--- config.mk ---
export PLATFORM = sky130hd
export DESIGN_NAME = rsa_modexp_engine
export DESIGN_NICKNAME = d
export VERILOG_FILES = /design/src/rtl/rsa_modexp_engine.sv
export SDC_FILE = /design/constraint.sdc
export NUM_CORES = 1
export LEC_CHECK = 0
export ABC_AREA = 1
export CAP_MARGIN = 20
export CORE_MARGIN = 3
export CORE_UTILIZATION = 54
export CTS_BUF_LIST = sky130_fd_sc_hd__clkbuf_16
export DETAILED_ROUTE_END_ITERATION = 6
export GPL_ROUTABILITY_DRIVEN = 0
export GPL_TIMING_DRIVEN = 0
export PLACE_DENSITY_LB_ADDON = 0.25
export SLEW_MARGIN = 30
export SYNTH_ARGS = -nofsm -noshare
export SYNTH_HDL_FRONTEND = slang
export SYNTH_SLANG_ARGS = --single-unit
--- constraint.sdc ---
create_clock -name clk -period 6.1 [get_ports clk]
set_input_delay 1.525 -clock clk [delete_from_list [all_inputs] [get_ports clk]]
set_output_delay 1.525 -clock clk [all_outputs]
set_load 0.03 [all_outputs]
--- src/rtl/rsa_modexp_engine.sv ---
// rsa_modexp_engine: base^exponent mod modulus, right-to-left square-and-multiply over one bit-serial modular multiplier.
// Define RSA_MODEXP_CONST_TIME_EN for operand-independent latency.
module rsa_modexp_engine #(
  parameter int WIDTH = 16,
  parameter int EXP_WIDTH = 16
) (
  input  logic                 clk,
  input  logic                 rst_n,
  input  logic                 start,
  input  logic [WIDTH-1:0]     base,
  input  logic [EXP_WIDTH-1:0] exponent,
  input  logic [WIDTH-1:0]     modulus,
  output logic                 busy,
  output logic                 finished,
  output logic                 error,
  output logic [WIDTH-1:0]     result
);
  localparam int JW = $clog2(WIDTH);
  localparam int RW = $clog2(EXP_WIDTH + 1);
  typedef enum logic [2:0] {IDLE, LOAD, DECIDE, MUL, SQR, DONE} state_t;
  state_t state, state_nxt;
  logic [WIDTH-1:0] m, r, bb, x, addend;
  logic [EXP_WIDTH-1:0] e;
  logic [RW-1:0] rnd;
  logic [JW-1:0] j;
  logic [WIDTH+1:0] acc, t0, t1, t2;
  logic illegal, last, rnd_end;
  assign busy = state != IDLE;
  assign finished = state == DONE;
  assign illegal = m == '0 || bb >= m;
  assign last = j == '0;
  assign rnd_end = rnd + 1'b1 == RW'(EXP_WIDTH);
  // One multiplier step: double, add partial product, reduce twice (acc < 3*modulus before reduction).
  assign x = state == MUL ? r : bb;
  assign addend = x[j] ? bb : '0;
  assign t0 = (acc << 1) + {2'b00, addend};
  assign t1 = t0 >= {2'b00, m} ? t0 - {2'b00, m} : t0;
  assign t2 = t1 >= {2'b00, m} ? t1 - {2'b00, m} : t1;
  always_comb begin
    state_nxt = state;
    case (state)
      IDLE:   state_nxt = start ? LOAD : IDLE;
      LOAD:   state_nxt = illegal ? DONE : DECIDE;
`ifdef RSA_MODEXP_CONST_TIME_EN
      DECIDE: state_nxt = MUL;
`else
      DECIDE: state_nxt = e == '0 ? DONE : e[0] ? MUL : SQR;
`endif
      MUL:    state_nxt = last ? SQR : MUL;
      SQR:    state_nxt = last ? (rnd_end ? DONE : DECIDE) : SQR;
      default: state_nxt = IDLE;
    endcase
  end
  always_ff @(posedge clk or negedge rst_n)
    if (!rst_n) state <= IDLE;
    else state <= state_nxt;
  always_ff @(posedge clk or negedge rst_n) begin
    if (!rst_n) begin
      m <= '0;
      r <= '0;
      bb <= '0;
      e <= '0;
      rnd <= '0;
      j <= '0;
      acc <= '0;
      error <= 1'b0;
      result <= '0;
    end else begin
      case (state)
        IDLE: if (start) begin
          bb <= base;
          e <= exponent;
          m <= modulus;
          error <= 1'b0;
          result <= '0;
        end
        LOAD: begin
          r <= (illegal || m == WIDTH'(1)) ? '0 : WIDTH'(1);
          rnd <= '0;
          if (illegal) error <= 1'b1;
        end
        DECIDE: begin
          acc <= '0;
          j <= JW'(WIDTH - 1);
          if (state_nxt == DONE) result <= r;
        end
        MUL, SQR: begin
          acc <= last ? '0 : t2;
          j <= last ? JW'(WIDTH - 1) : j - 1'b1;
          if (last && state == MUL && e[0]) r <= t2[WIDTH-1:0];
          if (last && state == SQR) begin
            bb <= t2[WIDTH-1:0];
            e <= e >> 1;
            rnd <= rnd + 1'b1;
            if (rnd_end) result <= r;
          end
        end
        default: ;
      endcase
    end
  end
endmodule
==> flow_metrics.tcl <==
set metrics [dict create \
    dr.pass1.iters 6 \
    grt_max_degree 59 \
    wl_per_cell_um 18.06 \
    layout_commonest_cell "nand2_1" \
    period_share 1.111 \
    grt_pass1_wl_um 39880 \
    grt-ovfl-total 0 \
    vias 8790 \
    cp-end-kind "flip-flop" \
    tightest_slew_ns 0.6412 \
    netlist-cell-type-count 47 \
    maxSlewHeadroom 0.5726 \
    cp_top_family "compound AO/OA/AOI/OAI gates" \
    initial_core_util 0.5614 \
    finalSetupViolations 49 \
    synth_cells 1162 \
    drv_cap 0 \
    hold_viol 0 \
    clock_sinks 110 \
    die_x_um 129.9 \
    grt_pass1_vias 7881 \
    syn_to_final_growth_pct 30.20 \
    drc 0 \
    cts_max_level 3 \
    cts_tree "done" \
    antenna_found_initial 0 \
    maxSlewViolCount 0 \
    ys_warn_count 0 \
    vias_per_cell 5.951 \
    status "finished with violations" \
    cts_root_buf "clkbuf_16" \
    drive_gt1_frac 0.1949 \
    die_h_um 129.9 \
    cts_buffer_depth 2 \
    cp_data_required_time_ns 6.39 \
    drtIter0Drc 984 \
    path_clk_slew_ns 0.08 \
    pin_count 70 \
    core_area_um2 14750 \
    final_cell_mix "nand2_1, inv_1, dfrtp_1" \
    grt_use_total 0.2991 \
    hold_buffers 0 \
    place_hpwl_um 18280 \
    syn_area_per_cell_um2 7.128 \
    cpMaxStageDelayCell "dfrtp_1" \
    netlist_area_um2 8283 \
    core.rowCount 44 \
    cp_data_arrival_time_ns 7.07 \
    dieArea_um2 16860 \
    critPathMostFrequentCell "nand2_2" \
    antenna_left 0 \
    timing.final.ws_setup_ns -0.6791 \
    min_path_type "reg -> reg" \
    grt_setup_unrepaired "true" \
    num_antenna_cells 0 \
    violations "negative setup slack" \
    skew_ns 0.01004 \
    synth_seq_cells 110 \
    synth_nets 1282 \
    fin_cells 1477 \
    crit_buf_inv 9 \
    crit_fanout 10 \
    place_inst 1416 \
    critPathLaunchType "flip-flop" \
    fin_crit_ns 6.779 \
    timing.hold.ws_ns 0.4915 \
    port-buffer-count 69 \
    fin_nets 1408 \
    fmax_mhz 147.5 \
    crit_type "reg -> reg" \
    insertion_delay_ns 0.37 \
    finalWirelength_um 26670 \
    seq_area_frac_synth 0.3323 \
    cts_made_buffers 9 \
    cp_slowest_stage_delay_ns 0.40 \
]
==> metal layers <==
metal	track usage	share of wire
met5	0	0
met4	0.1180	0.047
met3	0.05117	0.088
met2	0.4559	0.45
met1	0.4259	0.41
==> sequential cells by signal, summed over array words and instances, names as in the netlist, 4 cells and up <==
register,flops
acc,17
j,4
m,16
result,16
rnd,5
e,16
bb,16
r,16
==> cells by family after synthesis <==
family	share of synthesized area
AND/OR/NAND/NOR	0.2473
AO/OA/AOI/OAI	0.1766
buffers and inverters	0.09139
flip-flops	0.3323
adder cells (fa/ha/maj)	0.1069
XOR/XNOR	0.04547
==> worst min-delay path: cells and delay by family (launching register included) <==
family	cells	cell delay (ns)
flops	1	0.35
compound gates	1	0.06
simple gates	1	0.05
==> through the flow <==
stage	worst slack (ns)	setup TNS, ns	area (µm²)	utilization
3_3_place_gp	-1.224	-141.16	9261	0.6277
2_1_floorplan	0.01348	0	8341	-
3_5_place_dp	-1.331	-61.32	9294	0.6299
5_1_grt	-0.9022	-42.44	10780	0.7309
4_1_cts	-0.4731	-20.83	10280	0.6968
6_report	-0.6791	-30.78	10780	0.7309
==> synth_stat cells (all sizes together) <==
cell type  number  area, µm²
o211ai         27      202.7
nor3            4      20.02
a21oi          89      460.5
a22oi           1      7.510
or2             2      12.52
a31oi           4      25.02
a221oi          2      17.52
fa              3      60.06
inv           153      574.3
nor3b           1      7.510
and2            1      6.260
o21ai         126      634.4
nand3b          1      7.510
o2111ai         2      17.52
buf            20      107.6
clkinv          2      7.510
xnor2          22      192.7
nor2           80      300.3
o311ai          1      8.760
and3            1      6.260
o31ai           1      7.510
xor2           21      183.9
ha             66      825.8
o22ai           3      18.77
nand3          68      390.4
nand2         308       1176
nor4            4      25.02
dfrtp         110       2753
a21boi          1      7.510
a41oi           1      8.760
a21o            5      37.54
nand4          13      96.34
a32oi           1      8.760
clkbuf         18      67.56
==> layout make-up <==
cell class / instances / area [µm²]
clock inverters: 7 / 72.57
clock buffers: 9 / 225.2
well taps: 184 / 230.2
fillers: 1088 / 3970
multi-input cells: 859 / 5604
plain buffers: 37 / 215.2
repair buffers: 116 / 1090
inverters: 155 / 593.1
flip-flops and latches: 110 / 2754
==> path summary, 6_finish.rpt <==
check                                from         to  slack (ns)  cells past startpoint
worst max-delay path             state[2]     bb[10]       -0.68                     42
worst min-delay path            result[5]  result[5]        0.49                      2
worst max register to register   state[2]     bb[10]       -0.68                     42
worst min register to register  result[5]  result[5]        0.49                      2
max in group asynchronous           rst_n      r[12]        4.38                      2
min in group asynchronous           rst_n       m[2]        1.07                      1
==> timing repair <==
action,in CTS,in global routing
setup buffers,31,13
gates resized for setup,128,93
endpoints found under the setup margin,49,49
pin swaps,45,41
gates cloned,2,0
Power is not shown: default switching activity piles up to over one toggle a cycle in this logic, so the estimate is an artifact.
